<file path="config.mk">
export PLATFORM = sky130hd
export DESIGN_NAME = multicycle_alu_sequencer_flat
export DESIGN_NICKNAME = d
export VERILOG_FILES = /design/src/rtl/alu_pkg.sv /design/src/rtl/multicycle_alu_sequencer_if.sv /design/src/rtl/multicycle_alu_sequencer_opcode_classifier.sv /design/src/rtl/multicycle_alu_sequencer.sv /design/src/flat_wrapper.sv
export SDC_FILE = /design/constraint.sdc
export NUM_CORES = 1
export LEC_CHECK = 0
export BUFFER_PORTS_ARGS = -buffer_cell sky130_fd_sc_hd__buf_2
export CORE_UTILIZATION = 29
export CTS_BUF_LIST = sky130_fd_sc_hd__clkbuf_8 sky130_fd_sc_hd__clkbuf_16
export DETAILED_ROUTE_END_ITERATION = 12
export GPL_TIMING_DRIVEN = 0
export PLACE_DENSITY = 0.52
export SYNTH_ARGS = -nofsm -noshare
export SYNTH_HDL_FRONTEND = slang
export SYNTH_SLANG_ARGS = --single-unit
</file>
<file path="constraint.sdc">
create_clock -name clk -period 1.72 [get_ports clk]
set_input_delay 0 -clock clk [delete_from_list [all_inputs] [get_ports clk]]
set_output_delay 0 -clock clk [all_outputs]
set_load 0.005 [all_outputs]
</file>
<file path="src/rtl/alu_pkg.sv">
// Shared ALU control encodings, LEGv8 opcodes, sequencer state and class types.
// Imported by the ALU and the multicycle sequencer; no ports.
package alu_pkg;

  typedef enum logic [3:0] {
    ALU_AND      = 4'b0000,
    ALU_OR       = 4'b0001,
    ALU_ADD      = 4'b0010,
    ALU_SUB      = 4'b0110,
    ALU_PASS_B   = 4'b0111,
    ALU_NOR      = 4'b1100,
    ALU_LSL_B_00 = 4'b1000,
    ALU_LSL_B_01 = 4'b1001,
    ALU_LSL_B_10 = 4'b1010,
    ALU_LSL_B_11 = 4'b1011
  } alu_ctl_e;

  localparam logic [10:0] OP_ADD  = 11'b10001011000;
  localparam logic [10:0] OP_SUB  = 11'b11001011000;
  localparam logic [10:0] OP_AND  = 11'b10001010000;
  localparam logic [10:0] OP_ORR  = 11'b10101010000;
  localparam logic [10:0] OP_LDUR = 11'b11111000010;
  localparam logic [10:0] OP_STUR = 11'b11111000000;
  localparam logic [8:0]  OP_MOVZ_HI = 9'b110100101;
  localparam logic [7:0]  OP_CBZ_HI  = 8'b10110100;
  localparam logic [7:0]  OP_CBNZ_HI = 8'b10110101;
  localparam logic [5:0]  OP_B_HI    = 6'b000101;

  typedef enum logic [3:0] {
    S_IDLE,
    S_FETCH,
    S_DECODE,
    S_EXEC_R,
    S_EXEC_MOVZ,
    S_WB_ALU,
    S_ADDR,
    S_MEM_RD,
    S_WB_MEM,
    S_MEM_WR,
    S_BRANCH,
    S_JUMP,
    S_FAULT
  } state_e;

  typedef enum logic [1:0] {
    SRC_B_RM      = 2'd0,
    SRC_B_FOUR    = 2'd1,
    SRC_B_IMM     = 2'd2,
    SRC_B_IMM_SH2 = 2'd3
  } src_b_e;

  typedef enum logic [2:0] {
    CLS_R,
    CLS_LOAD,
    CLS_STORE,
    CLS_MOVZ,
    CLS_BRANCH,
    CLS_JUMP,
    CLS_ILLEGAL
  } op_class_e;

  // neg: branch taken when zero=0 (CBNZ sense)
  typedef struct packed {
    op_class_e cls;
    alu_ctl_e  alu;
    logic      neg;
  } decode_t;

  localparam decode_t DEC_RST = '{cls: CLS_ILLEGAL, alu: ALU_AND, neg: 1'b0};

endpackage

</file>
<file path="src/rtl/multicycle_alu_sequencer_if.sv">
// Control bundle between the multicycle sequencer (master) and datapath (slave).
// Inputs: start, opcode, zero, mem_ready. Outputs: ALU control, selects, strobes, fault.
interface multicycle_alu_sequencer_if;
  logic        start;
  logic [10:0] opcode;
  logic        zero;
  logic        mem_ready;
  logic [3:0]  ALUControl;
  logic        alu_src_a;
  logic [1:0]  alu_src_b;
  logic        pc_write;
  logic        pc_write_cond;
  logic        ir_write;
  logic        mem_read;
  logic        mem_write;
  logic        reg_write;
  logic        mem_to_reg;
  logic        instr_done;
  logic        fault;

  modport master (
    input  start, opcode, zero, mem_ready,
    output ALUControl, alu_src_a, alu_src_b,
    output pc_write, pc_write_cond, ir_write,
    output mem_read, mem_write, reg_write,
    output mem_to_reg, instr_done, fault
  );

  modport slave (
    output start, opcode, zero, mem_ready,
    input  ALUControl, alu_src_a, alu_src_b,
    input  pc_write, pc_write_cond, ir_write,
    input  mem_read, mem_write, reg_write,
    input  mem_to_reg, instr_done, fault
  );
endinterface

</file>
<file path="src/rtl/multicycle_alu_sequencer_opcode_classifier.sv">
// Combinational opcode -> class / ALUControl lookup. In: opcode[10:0]. Out: dec.
// Macro CBNZ_EN adds CBNZ as an inverted-sense branch; otherwise it is illegal.
module multicycle_alu_sequencer_opcode_classifier
  import alu_pkg::*;
(
  input  logic [10:0] opcode,
  output decode_t     dec
);

  always_comb begin
    dec = DEC_RST;
    unique case (1'b1)
      opcode == OP_ADD:  dec = '{CLS_R, ALU_ADD, 1'b0};
      opcode == OP_SUB:  dec = '{CLS_R, ALU_SUB, 1'b0};
      opcode == OP_AND:  dec = '{CLS_R, ALU_AND, 1'b0};
      opcode == OP_ORR:  dec = '{CLS_R, ALU_OR, 1'b0};
      opcode == OP_LDUR: dec = '{CLS_LOAD, ALU_ADD, 1'b0};
      opcode == OP_STUR: dec = '{CLS_STORE, ALU_ADD, 1'b0};
      opcode[10:2] == OP_MOVZ_HI:
        dec = '{CLS_MOVZ, alu_ctl_e'({2'b10, opcode[1:0]}), 1'b0};
      opcode[10:3] == OP_CBZ_HI:
        dec = '{CLS_BRANCH, ALU_SUB, 1'b0};
`ifdef CBNZ_EN
      opcode[10:3] == OP_CBNZ_HI:
        dec = '{CLS_BRANCH, ALU_SUB, 1'b1};
`endif
      opcode[10:5] == OP_B_HI:
        dec = '{CLS_JUMP, ALU_ADD, 1'b0};
      default: dec = DEC_RST;
    endcase
  end

endmodule

</file>
<file path="src/rtl/multicycle_alu_sequencer.sv">
// Multicycle LEGv8 control FSM. Ports: clk, reset (sync, active-high), bus (master).
// Param FETCH_TIMEOUT bounds memory waits. Macro CBNZ_EN enables CBNZ decode.
module multicycle_alu_sequencer
  import alu_pkg::*;
#(
  parameter int unsigned FETCH_TIMEOUT = 255
)
(
  input logic                       clk,
  input logic                       reset,
  multicycle_alu_sequencer_if.master bus
);

  localparam logic [7:0] TMO_LAST = 8'(FETCH_TIMEOUT - 1);

  state_e     state_q, state_d;
  decode_t    dec_q, dec_d, dec_w;
  logic [7:0] tmo_q, tmo_d;
  logic       in_mem;

  alu_ctl_e alu_ctl;
  logic     src_a;
  src_b_e   src_b;
  logic     pc_write, pc_write_cond, ir_write;
  logic     mem_read, mem_write, reg_write;
  logic     mem_to_reg, instr_done, fault;

  multicycle_alu_sequencer_opcode_classifier u_cls (
    .opcode (bus.opcode),
    .dec    (dec_w)
  );

  always_comb begin
    state_d = state_q;
    dec_d   = dec_q;
    tmo_d   = tmo_q;
    in_mem  = state_q inside {S_FETCH, S_MEM_RD, S_MEM_WR};
    unique case (state_q)
      S_IDLE:   if (bus.start) state_d = S_FETCH;
      S_FETCH:  if (bus.mem_ready) state_d = S_DECODE;
      S_DECODE: begin
        dec_d = dec_w;
        unique case (dec_w.cls)
          CLS_R:      state_d = S_EXEC_R;
          CLS_LOAD:   state_d = S_ADDR;
          CLS_STORE:  state_d = S_ADDR;
          CLS_MOVZ:   state_d = S_EXEC_MOVZ;
          CLS_BRANCH: state_d = S_BRANCH;
          CLS_JUMP:   state_d = S_JUMP;
          default:    state_d = S_FAULT;
        endcase
      end
      S_EXEC_R:    state_d = S_WB_ALU;
      S_EXEC_MOVZ: state_d = S_WB_ALU;
      S_WB_ALU:    state_d = S_FETCH;
      S_ADDR:
        state_d = (dec_q.cls == CLS_LOAD) ? S_MEM_RD : S_MEM_WR;
      S_MEM_RD: if (bus.mem_ready) state_d = S_WB_MEM;
      S_WB_MEM: state_d = S_FETCH;
      S_MEM_WR: if (bus.mem_ready) state_d = S_FETCH;
      S_BRANCH: state_d = S_FETCH;
      S_JUMP:   state_d = S_FETCH;
      S_FAULT:  state_d = S_FAULT;
      default:  state_d = S_FAULT;
    endcase
    if (in_mem && !bus.mem_ready) begin
      if (tmo_q == TMO_LAST) state_d = S_FAULT;
      else tmo_d = tmo_q + 8'd1;
    end
    if (state_d != state_q) tmo_d = '0;
  end

  always_ff @(posedge clk) begin
    if (reset) begin
      state_q <= S_IDLE;
      dec_q   <= DEC_RST;
      tmo_q   <= '0;
    end else begin
      state_q <= state_d;
      dec_q   <= dec_d;
      tmo_q   <= tmo_d;
    end
  end

  // Selects follow state only; strobes are qualified by the
  // handshake/flag they complete and are held low during reset.
  always_comb begin
    alu_ctl       = ALU_AND;
    src_a         = 1'b0;
    src_b         = SRC_B_RM;
    pc_write      = 1'b0;
    pc_write_cond = 1'b0;
    ir_write      = 1'b0;
    mem_read      = 1'b0;
    mem_write     = 1'b0;
    reg_write     = 1'b0;
    mem_to_reg    = 1'b0;
    instr_done    = 1'b0;
    fault         = 1'b0;
    unique case (state_q)
      S_FETCH: begin
        mem_read = 1'b1;
        src_b    = SRC_B_FOUR;
        alu_ctl  = ALU_ADD;
        ir_write = bus.mem_ready;
        pc_write = bus.mem_ready;
      end
      S_DECODE: begin
        src_b   = SRC_B_IMM_SH2;
        alu_ctl = ALU_ADD;
      end
      S_EXEC_R: begin
        src_a   = 1'b1;
        alu_ctl = dec_q.alu;
      end
      S_EXEC_MOVZ: begin
        src_b   = SRC_B_IMM;
        alu_ctl = dec_q.alu;
      end
      S_WB_ALU: begin
        reg_write  = 1'b1;
        instr_done = 1'b1;
      end
      S_ADDR: begin
        src_a   = 1'b1;
        src_b   = SRC_B_IMM;
        alu_ctl = ALU_ADD;
      end
      S_MEM_RD: mem_read = 1'b1;
      S_WB_MEM: begin
        reg_write  = 1'b1;
        mem_to_reg = 1'b1;
        instr_done = 1'b1;
      end
      S_MEM_WR: begin
        mem_write  = 1'b1;
        instr_done = bus.mem_ready;
      end
      S_BRANCH: begin
        src_a         = 1'b1;
        alu_ctl       = ALU_SUB;
        pc_write_cond = bus.zero ^ dec_q.neg;
        instr_done    = 1'b1;
      end
      S_JUMP: begin
        pc_write_cond = 1'b1;
        instr_done    = 1'b1;
      end
      S_FAULT: fault = 1'b1;
      default: fault = 1'b0;
    endcase
    if (reset) begin
      pc_write      = 1'b0;
      pc_write_cond = 1'b0;
      ir_write      = 1'b0;
      mem_read      = 1'b0;
      mem_write     = 1'b0;
      reg_write     = 1'b0;
      mem_to_reg    = 1'b0;
      instr_done    = 1'b0;
    end
  end

  assign bus.ALUControl    = alu_ctl;
  assign bus.alu_src_a     = src_a;
  assign bus.alu_src_b     = src_b;
  assign bus.pc_write      = pc_write;
  assign bus.pc_write_cond = pc_write_cond;
  assign bus.ir_write      = ir_write;
  assign bus.mem_read      = mem_read;
  assign bus.mem_write     = mem_write;
  assign bus.reg_write     = reg_write;
  assign bus.mem_to_reg    = mem_to_reg;
  assign bus.instr_done    = instr_done;
  assign bus.fault         = fault;

endmodule

</file>
<file path="src/flat_wrapper.sv">
// flat-port wrapper written by rule: the top's interface ports become plain ports
module multicycle_alu_sequencer_flat import alu_pkg::*;
#(
  parameter int unsigned FETCH_TIMEOUT = 255
)
  (clk, reset, bus_start, bus_opcode, bus_zero, bus_mem_ready, bus_ALUControl, bus_alu_src_a, bus_alu_src_b, bus_pc_write, bus_pc_write_cond, bus_ir_write, bus_mem_read, bus_mem_write, bus_reg_write, bus_mem_to_reg, bus_instr_done, bus_fault);
  multicycle_alu_sequencer_if bus_i ();
  input logic clk;
  input logic reset;
  input wire logic [$bits(bus_i.start)-1:0] bus_start;
  input wire logic [$bits(bus_i.opcode)-1:0] bus_opcode;
  input wire logic [$bits(bus_i.zero)-1:0] bus_zero;
  input wire logic [$bits(bus_i.mem_ready)-1:0] bus_mem_ready;
  output wire logic [$bits(bus_i.ALUControl)-1:0] bus_ALUControl;
  output wire logic [$bits(bus_i.alu_src_a)-1:0] bus_alu_src_a;
  output wire logic [$bits(bus_i.alu_src_b)-1:0] bus_alu_src_b;
  output wire logic [$bits(bus_i.pc_write)-1:0] bus_pc_write;
  output wire logic [$bits(bus_i.pc_write_cond)-1:0] bus_pc_write_cond;
  output wire logic [$bits(bus_i.ir_write)-1:0] bus_ir_write;
  output wire logic [$bits(bus_i.mem_read)-1:0] bus_mem_read;
  output wire logic [$bits(bus_i.mem_write)-1:0] bus_mem_write;
  output wire logic [$bits(bus_i.reg_write)-1:0] bus_reg_write;
  output wire logic [$bits(bus_i.mem_to_reg)-1:0] bus_mem_to_reg;
  output wire logic [$bits(bus_i.instr_done)-1:0] bus_instr_done;
  output wire logic [$bits(bus_i.fault)-1:0] bus_fault;
  assign bus_i.start = bus_start;
  assign bus_i.opcode = bus_opcode;
  assign bus_i.zero = bus_zero;
  assign bus_i.mem_ready = bus_mem_ready;
  assign bus_ALUControl = bus_i.ALUControl;
  assign bus_alu_src_a = bus_i.alu_src_a;
  assign bus_alu_src_b = bus_i.alu_src_b;
  assign bus_pc_write = bus_i.pc_write;
  assign bus_pc_write_cond = bus_i.pc_write_cond;
  assign bus_ir_write = bus_i.ir_write;
  assign bus_mem_read = bus_i.mem_read;
  assign bus_mem_write = bus_i.mem_write;
  assign bus_reg_write = bus_i.reg_write;
  assign bus_mem_to_reg = bus_i.mem_to_reg;
  assign bus_instr_done = bus_i.instr_done;
  assign bus_fault = bus_i.fault;
  multicycle_alu_sequencer #(.FETCH_TIMEOUT(FETCH_TIMEOUT)) u_core (.clk(clk), .reset(reset), .bus(bus_i));
endmodule
</file>
---- Word-level counts from Yosys, hierarchy flattened ----
Cells that the tools add are included.
Widths: inputs -> output; s select.
word-level totals
  output and inout bits ................... 16
  flip-flop bits (word level) ............. 20
  logic and storage cells ................. 80
  bits of input ports ..................... 16
cells by class
  equal/unequal tests ..................... 29
  bitwise gates (word level) .............. 2
  add/sub/neg operators ................... 1
  reduce and logical (&&, ||, !) cells .... 15
  multiplexer cells ....................... 28
operators with widths
  cell                  number
  $pmux 8 s9            1
  $eq 11x11->1 const B  6
  $pmux 4 s8            1
  $mux 4                7
  $eq 4x4->1 const B    5
  $pmux 4 s5            1
  $eq 4x3->1 const B    4
  $eq 8x8->1 const B    2
  $mux 1                14
  $pmux 4 s3            1
  $reduce_or 2->1       6
  $eq 9x9->1 const B    1
  $add 8x1->8 const B   1
  $eq 4x2->1 const B    2
  $eq 3x1->1 const B    2
  $eq 3x2->1 const B    2
  $eq 3x3->1 const B    2
  $eq 6x3->1 const B    1
  $pmux 2 s3            1
  $reduce_or 3->1       2
  $eq 4x1->1 const B    1
  $logic_not 4->1       1
  $ne 4x4->1            1
  $pmux 1 s2            2
  other kinds (8)       8

---- Depth between registers and ports, before layout ----
Gate-level depths: netlist of the first run.
  depth in word-level cells ............... 10
  mapped depth ............................ 8

---- Modules after synthesis ----
A second synthesis of the first run with hierarchy kept.
unflattened totals
  cells, all modules ...................... 208
  area total of the unflattened synthesis .. 1597.8 um2
modules (own cells, without submodules)
  module                                      cells each  area each (um2)  instances
  multicycle_alu_sequencer                    173         1341.3           1
  multicycle_alu_sequencer_opcode_classifier  35          256.5            1

---- Least setup slack after synthesis of the first run ----
Ideal clock, no wire load.
  path type ............................... register to register
  start ................................... reg u_core.state_q[2]
  end ..................................... reg u_core.tmo_q[0]
  data arrival time ....................... 1.641 ns
  data required time ...................... 1.634 ns
  clock period less this slack ............ 1.726 ns
  cell stages (with the launch flop) ...... 9
  slack ................................... -0.006 ns
  path through ............................ dfxtp_1 > buf_6 > buf_6 > or2_2 > o21ai_1 > o211ai_1 > a211oi_1 > o21ai_2 > a211oi_1
between the ends
  word-level cells in the longest chain between the ends .. 7
  elaborated cells on any way between the ends .. 26
  those cells by class .................... eq/ne: 12; mux: 7; reduce/logical: 7
ends and longest elaborated chain
  element                                                              line                            source
  from (decl)                                                          multicycle_alu_sequencer.sv:16  state_e state_q, state_d;
  from (signal assigned)                                               multicycle_alu_sequencer.sv:79  state_q <= state_d;
  $eq 4x3->1, or another cell as far along                             multicycle_alu_sequencer.sv:38  unique case (state_q)
  $reduce_or 4->1 (no source line) or $reduce_or 2->1 (tied branches)  --
  $pmux 4 s8                                                           multicycle_alu_sequencer.sv:38
  $mux 4                                                               multicycle_alu_sequencer.sv:67  if (tmo_q == TMO_LAST) state_d = S_FAULT;
  $mux 4                                                               multicycle_alu_sequencer.sv:66  if (in_mem && !bus.mem_ready) begin
  $ne 4x4->1                                                           multicycle_alu_sequencer.sv:70  if (state_d != state_q) tmo_d = '0;
  $reduce_or 2->1 (no source line)                                     --
  to (signal assigned)                                                 multicycle_alu_sequencer.sv:81  tmo_q <= tmo_d;
  to (decl)                                                            multicycle_alu_sequencer.sv:18  logic [7:0] tmo_q, tmo_d;
Several ways; a longest one is shown, not always the timed one.
A chain may end at the register's enable or synchronous reset.

---- Worst setup path in the final report of the first run ----
  start ................................... reg u_core.dec_q[6] in the netlist's numbering
  end ..................................... reg u_core.tmo_q[7]
between the ends
  word-level cells in the longest chain between the ends .. 7
ends and longest elaborated chain
  element                               line                            source
  from (decl)                           multicycle_alu_sequencer.sv:17  decode_t dec_q, dec_d, dec_w;
  from (signal assigned)                multicycle_alu_sequencer.sv:76  dec_q <= DEC_RST;
  from (signal assigned)                multicycle_alu_sequencer.sv:80  dec_q <= dec_d;
  $eq 3x1->1 (*)                        multicycle_alu_sequencer.sv:57  state_d = (dec_q.cls == CLS_LOAD) ? S_MEM_RD : S_MEM_WR;
  $mux 4 (*)                            multicycle_alu_sequencer.sv:57
  $pmux 4 s8 (*)                        multicycle_alu_sequencer.sv:38
  $mux 4                                multicycle_alu_sequencer.sv:67
  $mux 4 (*)                            multicycle_alu_sequencer.sv:66
  $ne 4x4->1 (*)                        multicycle_alu_sequencer.sv:70
  $reduce_or 2->1 (no source line) (*)  --
Every way passes the cells marked *; elsewhere a longest branch is shown, timed or not.

==> flow_summary.json, run 1 <==
{
  "dp.cells": 314,
  "ys_ff_latch": 19,
  "num_io_pins": 32,
  "setup_ws_ps": -58.6,
  "min_from": "reset",
  "report.final.slew_viol_count": 0,
  "grt.overflow.total": 0,
  "switching_share_pct": 36.0,
  "final_cell_mix": "buf_2 (32), nand2_1 (17), buf_4 (16)",
  "tightest_slew_ps": 605,
  "synth-seq-area-share_pct": 22.6,
  "clk_path_buf_depth": 2,
  "hold_viol": 0,
  "max-vdd-ir-drop_mv": 0.263,
  "asyncSetResetFlopFracSynth_pct": 0,
  "finalInstanceArea_mm2": 0.00227,
  "grt_max_degree": 12,
  "syn2layout_area_growth_pct": 34.4,
  "instances_no_fill": 334,
  "layout-drive-gt1-share_pct": 44.3,
  "synthesis.area_mm2": 0.00169,
  "io_buffers": 31,
  "min_period_ps": 1780,
  "setup_violations": 8,
  "nets": 281,
  "synth_edf_count": 0,
  "start_util_pct": 30.4,
  "min_period_over_period_pct": 103,
  "ant_nets": 0,
  "yosysWarnings": 0,
  "place_area_mm2": 0.00193,
  "syn_inst": 211,
  "post_drt_wl_per_cell_um": 14.9,
  "antenna_cells": 0,
  "clock_sink_count": 19,
  "vias_per_cell": 5.50,
  "synth_fa_ha_area_share_pct": 1.48,
  "die_w_um": 78.3,
  "cts_tree": "done",
  "drv_cap": 0,
  "die_h_um": 78.3,
  "required_ps": 1910,
  "p_leak_nw": 0.901,
  "die-area_mm2": 0.00612,
  "syn_nets": 229,
  "synth-simple-area-share_pct": 36.6,
  "worstSetupPathType": "reg2reg",
  "hold_class": "in2reg",
  "power_density_mw_per_mm2": 582,
  "grt_pass1_vias": 1657,
  "synth_xor_area_share_pct": 3.64,
  "grt_usage_pct": 16.5,
  "worstSetupStartpoint": "u_core.dec_q[6]$_SDFFE_PP1P_",
  "num_rows": 27,
  "worst_clock_skew_ps": 4.41,
  "place_ws_ps": -305,
  "seqPwrFrac_pct": 36.4,
  "root_buffer": "clkbuf_8",
  "drtIter0Drc": 64,
  "internal-power_uw": 844,
  "syn_avg_cell_area_um2": 7.99,
  "grt_pass1_wl_um": 8080,
  "core_mm2": 0.00554,
  "htreeDepth": 1,
  "cp-end-kind": "register",
  "r2r_start": "u_core.dec_q[6]$_SDFFE_PP1P_",
  "antenna_found_initial": 0,
  "finalPower_mw": 1.32,
  "combPwrFrac_pct": 39.2,
  "vias": 1837,
  "synth-compound-area-share_pct": 26.8,
  "gp_congestion": 0.841,
  "final_common_cell": "buf_2",
  "crit_fanout": 8,
  "ys_types": 62,
  "synthMuxAreaShare_pct": 1.26,
  "fmax_mhz": 562,
  "holdBufCountCts": 0,
  "drc": 0,
  "insertion_delay_ps": 260,
  "fin_tns_setup_ps": -324,
  "numCtsBuffers": 3,
  "critPathLaunchType": "register",
  "firstDrtPassIters": 4,
  "synth_top_family_by_area": "simple AND/OR/NAND/NOR gates",
  "synth-main-ff-cell": "dfxtp_1",
  "violations": "setup timing",
  "p_sw_uw": 475,
  "clockPowerShare_pct": 24.3,
  "wl_um": 4990,
  "slew_headroom_pct": 59.6,
  "arrival_ps": 1960,
  "dp_hpwl_um": 3430,
  "rsz0062_at_grt": "yes",
  "status": "finished with violations",
  "clk_pin_slew_ps": 80
}
## critical path: stages, from the launching register on
cell and delay [ps]:
dfxtp_1 310, or4b_4 540, nand4_1 130, a21oi_2 80
a211oi_2 280, o21ai_4 180, a211oi_2 180
## cells by family after synthesis
group	after synthesis
AO/OA/AOI/OAI	63
XOR/XNOR	7
buffers and inverters	20
adder cells (fa/ha/maj)	2
flip-flops	19
AND/OR/NAND/NOR	98
multiplexers	2
## power groups by stage
stage	clock network, mW	registers [mW]	logic (mW)
6_report	0.321	0.480	0.517
5_1_grt	0.352	0.484	0.567
4_1_cts	0.333	0.482	0.497
3_5_place_dp	0	0.483	0.420
3_3_place_gp	0	0.483	0.418
2_1_floorplan	0	0.478	0.289
## final cells by class
class	count	area, um^2
buffer	13	113
clock buffer	3	41.3
clock inverter	1	5.00
fill	599	3270
inverter	6	23.8
multi-input combinational	172	1310
sequential	19	395
tap	72	90.1
timing repair buffer	48	288
## cell usage after synthesis, drive strengths merged (3+ instances only)
| cell type | number | share of area [%] |
|---|---|---|
| a31oi | 3 | 1.1 |
| a21oi | 11 | 3.5 |
| nand2 | 18 | 4.0 |
| nand2b | 8 | 3.1 |
| a22oi | 3 | 1.3 |
| nor3 | 11 | 3.9 |
| o21ai | 19 | 6.1 |
| inv | 5 | 1.1 |
| nor2 | 17 | 3.8 |
| nor2b | 10 | 3.7 |
| a211oi | 11 | 5.2 |
| nand4 | 4 | 1.5 |
| nor4b | 3 | 2.3 |
| buf | 7 | 4.2 |
| nand3 | 4 | 1.2 |
| and2 | 3 | 1.1 |
| xor2 | 6 | 3.1 |
| clkbuf | 7 | 2.2 |
| dfxtp | 19 | 23 |
| nor4 | 4 | 2.4 |
## layer usage
| layer | share of wire, % | global-route usage, % | wire [um] |
|---|---|---|---|
| met3 | 4.3 | 1.16 | 217 |
| met1 | 46 | 21.6 | 2280 |
| met4 | 2.3 | 6.85 | 114 |
| met2 | 48 | 27.9 | 2380 |
| met5 | 0 | 0 | 0 |
## flip-flops by register name (all words and copies together), names as in the netlist
register	count
u_core.tmo_q	8
u_core.state_q	4
u_core.dec_q	7
## path summary, 6_finish.rpt
path                                                     end  slack (ps)  cells after the start
worst min-delay path            u_core.dec_q[6]$_SDFFE_PP1P_         120                      3
worst max-delay path            u_core.tmo_q[7]$_SDFFE_PP0P_         -60                      6
worst min register to register  u_core.dec_q[4]$_SDFFE_PP0P_         450                      2
worst max register to register  u_core.tmo_q[7]$_SDFFE_PP0P_         -60                      6
## per-stage QoR
stage                     util [%]  hold slack, ps
after floorplan                  -             106
after global placement        34.9             328
after detailed placement      34.9             332
after CTS                     40.0             117
after global routing          40.9             140
final                         40.9             115
## what timing repair did
action	CTS	global route
buffers inserted	15	2
pin swaps	18	6
endpoints found under the setup margin	23	14
gates resized for setup	42	15
(Power assumes the default switching activity.)
==> inputs of run 2 (changes only) <==
--- a/config.mk
+++ b/config.mk
@@ -11,6 +11,7 @@
 export DETAILED_ROUTE_END_ITERATION = 12
 export GPL_TIMING_DRIVEN = 0
 export PLACE_DENSITY = 0.52
+export REMOVE_ABC_BUFFERS = 1
 export SYNTH_ARGS = -nofsm -noshare
 export SYNTH_HDL_FRONTEND = slang
 export SYNTH_SLANG_ARGS = --single-unit
==> constraint.sdc (replaced) <==
create_clock -name clk -period 1.72 [get_ports clk]
set_input_delay 0.344 -clock clk [delete_from_list [all_inputs] [get_ports clk]]
set_output_delay 0.344 -clock clk [all_outputs]
set_load 0.005 [all_outputs]
==> flow_summary.json, run 2 (synthesis gave the netlist of run 1 again) <==
{
  "clk_pin_slew_ps": 70,
  "r2r_cells": 6,
  "wl_um": 4640,
  "wl_met2_um": 2220,
  "arrival_ps": 1980,
  "fillCellCount": 562,
  "holdBufCountCts": 0,
  "power_density_mw_per_mm2": 575,
  "setup_ws_ps": -76.6,
  "place_ws_ps": -712,
  "worst_clock_skew_ps": 2.91,
  "syn2layout_area_growth_pct": 37.4,
  "dp_hpwl_um": 3070,
  "finalInstanceArea_mm2": 0.00232,
  "die_w_um": 78.3,
  "clk_path_buf_depth": 2,
  "status": "finished with violations",
  "layout-drive-gt1-share_pct": 43.3,
  "p_leak_nw": 0.904,
  "max-vdd-ir-drop_mv": 0.281,
  "wl_met1_um": 2250,
  "io_buffers": 31,
  "numCtsBuffers": 3,
  "slew_headroom_pct": 61.8,
  "ant_nets": 0,
  "grt_max_degree": 14,
  "firstDrtPassIters": 4,
  "dp.cells": 300,
  "drtIter0Drc": 124,
  "grt_pass1_wl_um": 7310,
  "critPathLaunchType": "register",
  "finalPower_mw": 1.33,
  "fin_tns_setup_ps": -574,
  "hold_depth": 2,
  "instances_no_fill": 326,
  "start_util_pct": 30.4,
  "insertion_delay_ps": 260,
  "drc": 0,
  "violations": "setup timing",
  "core_mm2": 0.00554,
  "die_h_um": 78.3,
  "utilization_pct": 41.8,
  "fmax_mhz": 557,
  "setup_violations": 9,
  "final_common_cell": "buf_2",
  "final_cell_mix": "buf_2 (31), nand2_1 (17), dfxtp_1 (15)",
  "num_rows": 27,
  "cts_tree": "done",
  "die-area_mm2": 0.00612,
  "root_buffer": "clkbuf_8",
  "htreeDepth": 1,
  "cp-end-kind": "register",
  "crit_fanout": 8,
  "vias_per_cell": 5.37,
  "dr_wl_met3_um": 125,
  "grt_pass1_vias": 1514,
  "place_area_mm2": 0.00182,
  "tightest_slew_ps": 568,
  "hold_viol": 0,
  "top_layer": "met4",
  "hold_class": "in2reg",
  "antenna_found_initial": 0,
  "vias": 1749,
  "grt_usage_pct": 14.8,
  "rsz0062_at_grt": "yes",
  "grt.overflow.total": 0,
  "gp_congestion": 0.798,
  "min_period_ps": 1800,
  "nets": 273,
  "min_period_over_period_pct": 104,
  "num_io_pins": 32,
  "worstSetupPathType": "reg2reg",
  "largest_register": "u_core.tmo_q",
  "timing.hold.ws_ps": 443,
  "antenna_cells": 0,
  "top_regs": "u_core.tmo_q x8, u_core.dec_q x7, u_core.state_q x4",
  "required_ps": 1900,
  "clock_sink_count": 19,
  "drv_cap": 0,
  "largest_register_ffs": 8,
  "report.final.slew_viol_count": 0,
  "post_drt_wl_per_cell_um": 14.2
}
[run 2: changes by cell type in the layout (fill, tap and decap cells not counted), moves of 3 or more]
cell / previous run / this run
dfxtp_1: 9 / 15
nor2b_4: 0 / 4
dfxtp_4: 1 / 4
clkbuf_4: 3 / 0
o21ai_1: 1 / 4
nor2b_1: 9 / 6
buf_4: 16 / 13
dfxtp_2: 9 / 0
[run 2: final timing paths]
| kind | start | slack [ps] | to |
|---|---|---|---|
| worst max-delay path | u_core.state_q[0]$_SDFF_PP0_ | -80 | u_core.tmo_q[7]$_SDFFE_PP0P_ |
| worst min register to register | u_core.dec_q[4]$_SDFFE_PP0P_ | 450 | u_core.dec_q[4]$_SDFFE_PP0P_ |
| worst min-delay path | reset | 440 | u_core.state_q[3]$_SDFF_PP0_ |
| worst max register to register | u_core.state_q[0]$_SDFF_PP0_ | -80 | u_core.tmo_q[7]$_SDFFE_PP0P_ |
[run 2: metal layers]
| layer | up-vias | track usage, % |
|---|---|---|
| met3 | 7 | 1.98 |
| met4 | 0 | 4.26 |
| li1 | 879 | - |
| met2 | 35 | 24.1 |
| met5 | - | 0 |
| met1 | 828 | 20.4 |
[run 2: final cells by class]
class                           instances  area (um^2)  share of cell area, %
Timing Repair Buffer                   53          367                   15.8
Multi-Input combinational cell        172         1390                   60.0
Clock buffer                            3         41.3                   1.78
Inverter                                6         27.5                   1.19
Sequential cell                        19          395                   17.1
Clock inverter                          1         5.00                  0.216
Tap cell                               72         90.1                   3.89
[run 2: critical path, cell delays in order (launching register included)]
cell,delay (ps)
dfxtp_4,380
or4b_4,510
nand4_1,140
a21oi_2,70
a211oi_2,270
o21ai_4,170
a211oi_2,170
[run 2: repair_timing]
item | in CTS | in global routing
endpoints found under the hold margin | 0 | 0
buffers inserted | 13 | 9
pin swaps | 7 | 20
gates resized for setup | 32 | 39
endpoints found under the setup margin | 35 | 22
[run 2: where the power goes]
| part | total (mW) | switching (mW) | internal (mW) | leakage (nW) |
|---|---|---|---|---|
| Clock | 0.314 | 0.153 | 0.161 | 0.0255 |
| Sequential | 0.504 | 0.0440 | 0.460 | 0.157 |
| Combinational | 0.513 | 0.282 | 0.231 | 0.722 |
| Total | 1.33 | 0.480 | 0.852 | 0.904 |
==> inputs of run 3 (changes only) <==
--- a/config.mk
+++ b/config.mk
@@ -10,6 +10,7 @@
 export CTS_BUF_LIST = sky130_fd_sc_hd__clkbuf_8 sky130_fd_sc_hd__clkbuf_16
 export DETAILED_ROUTE_END_ITERATION = 12
 export GPL_TIMING_DRIVEN = 0
+export MAX_ROUTING_LAYER = met4
 export PLACE_DENSITY = 0.52
 export REMOVE_ABC_BUFFERS = 1
 export SYNTH_ARGS = -nofsm -noshare
==> flow_summary.json, run 3 (synthesis gave the netlist of run 1 again) <==
{
  "grt_use_met1_pct": 20.6,
  "dp.cells": 300,
  "htreeDepth": 1,
  "cp-end-kind": "register",
  "top_regs": "u_core.tmo_q x8, u_core.dec_q x7, u_core.state_q x4",
  "gp_congestion": 0.809,
  "tightest_slew_ps": 566,
  "clockPowerShare_pct": 23.6,
  "max-vdd-ir-drop_mv": 0.281,
  "p_sw_uw": 480,
  "fin_tns_setup_ps": -589,
  "num_rows": 27,
  "hold_depth": 2,
  "wl_um": 4620,
  "place_ws_ps": -712,
  "p_leak_nw": 0.904,
  "grt_usage_pct": 15.3,
  "numCtsBuffers": 3,
  "clk_pin_slew_ps": 70,
  "gr-max-usage-layer": "met2",
  "grt_max_degree": 14,
  "worstSetupPathType": "in2reg",
  "antenna_found_initial": 0,
  "start_util_pct": 30.4,
  "arrival_ps": 1920,
  "clk_path_buf_depth": 2,
  "largest_register": "u_core.tmo_q",
  "timing.hold.ws_ps": 436,
  "rsz0062_at_grt": "yes",
  "post_drt_wl_per_cell_um": 14.2,
  "place_area_mm2": 0.00182,
  "drtIter0Drc": 127,
  "required_ps": 1850,
  "vias_per_cell": 5.38,
  "die_w_um": 78.3,
  "seqPwrFrac_pct": 37.8,
  "grt.overflow.total": 0,
  "internal-power_uw": 852,
  "power_density_mw_per_mm2": 575,
  "hold_class": "in2reg",
  "instances_no_fill": 326,
  "ant_nets": 0,
  "grt_pass1_wl_um": 7350,
  "clock_sink_count": 19,
  "finalPower_mw": 1.33,
  "dp_hpwl_um": 3070,
  "fmax_mhz": 559,
  "cts_tree": "done",
  "final_cell_mix": "buf_2 (31), nand2_1 (17), dfxtp_1 (15)",
  "switching_share_pct": 36.0,
  "antenna_cells": 0,
  "drv_cap": 0,
  "core_mm2": 0.00554,
  "final_common_cell": "buf_2",
  "setup_violations": 9,
  "min_period_over_period_pct": 104,
  "syn2layout_area_growth_pct": 37.4,
  "status": "finished with violations",
  "die_h_um": 78.3,
  "drc": 0,
  "setup_ws_ps": -69.7,
  "root_buffer": "clkbuf_8",
  "critPathLaunchType": "input port",
  "io_buffers": 31,
  "slew_headroom_pct": 62.0,
  "worstSetupStartpoint": "bus_opcode[3]",
  "layout-drive-gt1-share_pct": 43.3,
  "violations": "setup timing",
  "min_from": "reset",
  "r2r_cells": 6,
  "grt_use_met2_pct": 24.0,
  "r2r_start": "u_core.state_q[0]$_SDFF_PP0_",
  "finalInstanceArea_mm2": 0.00232,
  "nets": 273,
  "crit_fanout": 8,
  "vias": 1753,
  "hold_viol": 0,
  "combPwrFrac_pct": 38.5,
  "largest_register_ffs": 8,
  "worst_clock_skew_ps": 2.02,
  "firstDrtPassIters": 4,
  "die-area_mm2": 0.00612,
  "grt_pass1_vias": 1516,
  "met3_usage_pct": 1.98,
  "insertion_delay_ps": 260,
  "min_period_ps": 1790,
  "num_io_pins": 32,
  "utilization_pct": 41.8,
  "report.final.slew_viol_count": 0
}
## run 3: cell counts in the layout (fill, tap and decap cells not counted)
Identical to the previous run, type by type.
## run 3: what timing repair did
| item | CTS | global route |
|---|---|---|
| pin swaps | 7 | 20 |
| setup buffers | 13 | 9 |
| hold buffers | 0 | 0 |
| setup endpoints to repair | 35 | 22 |
| gates resized for setup | 32 | 39 |
## run 3: area by class of cell
class,count,area (um^2)
fill,561,3220
multi-input combinational,172,1390
sequential,19,395
timing repair buffer,53,367
tap,72,90.1
clock buffer,3,41.3
inverter,6,27.5
clock inverter,1,5.00
## run 3: critical path, cell delays in order
cell and delay (ps):
buf_4 130, nand4bb_4 220, or4b_4 550, a21oi_4 220, nor3_2 80, nand4bb_1 140
buf_6 170, a211oi_2 70
## run 3: worst paths after layout
kind,endpoint,slack (ps)
setup / recovery,u_core.tmo_q[7]$_SDFFE_PP0P_,-70
hold / removal,u_core.state_q[3]$_SDFF_PP0_,440
setup reg to reg,u_core.tmo_q[7]$_SDFFE_PP0P_,-70
hold reg to reg,u_core.dec_q[4]$_SDFFE_PP0P_,450
## run 3: metal layers
| layer | part of all wire [%] | vias up | routed length [um] |
|---|---|---|---|
| met5 | 0 | - | 0 |
| met4 | 1.2 | 0 | 55 |
| met3 | 3.2 | 7 | 147 |
| met2 | 47 | 44 | 2190 |
| met1 | 48 | 824 | 2230 |
| li1 | - | 878 | - |
## run 3: power groups by stage
stage	Combinational [mW]	Sequential [mW]	Clock [mW]
floorplan	0.213	0.508	0
global placement	0.320	0.527	0
detailed placement	0.320	0.526	0
CTS	0.404	0.504	0.332
global route	0.559	0.508	0.352
finish	0.513	0.504	0.315
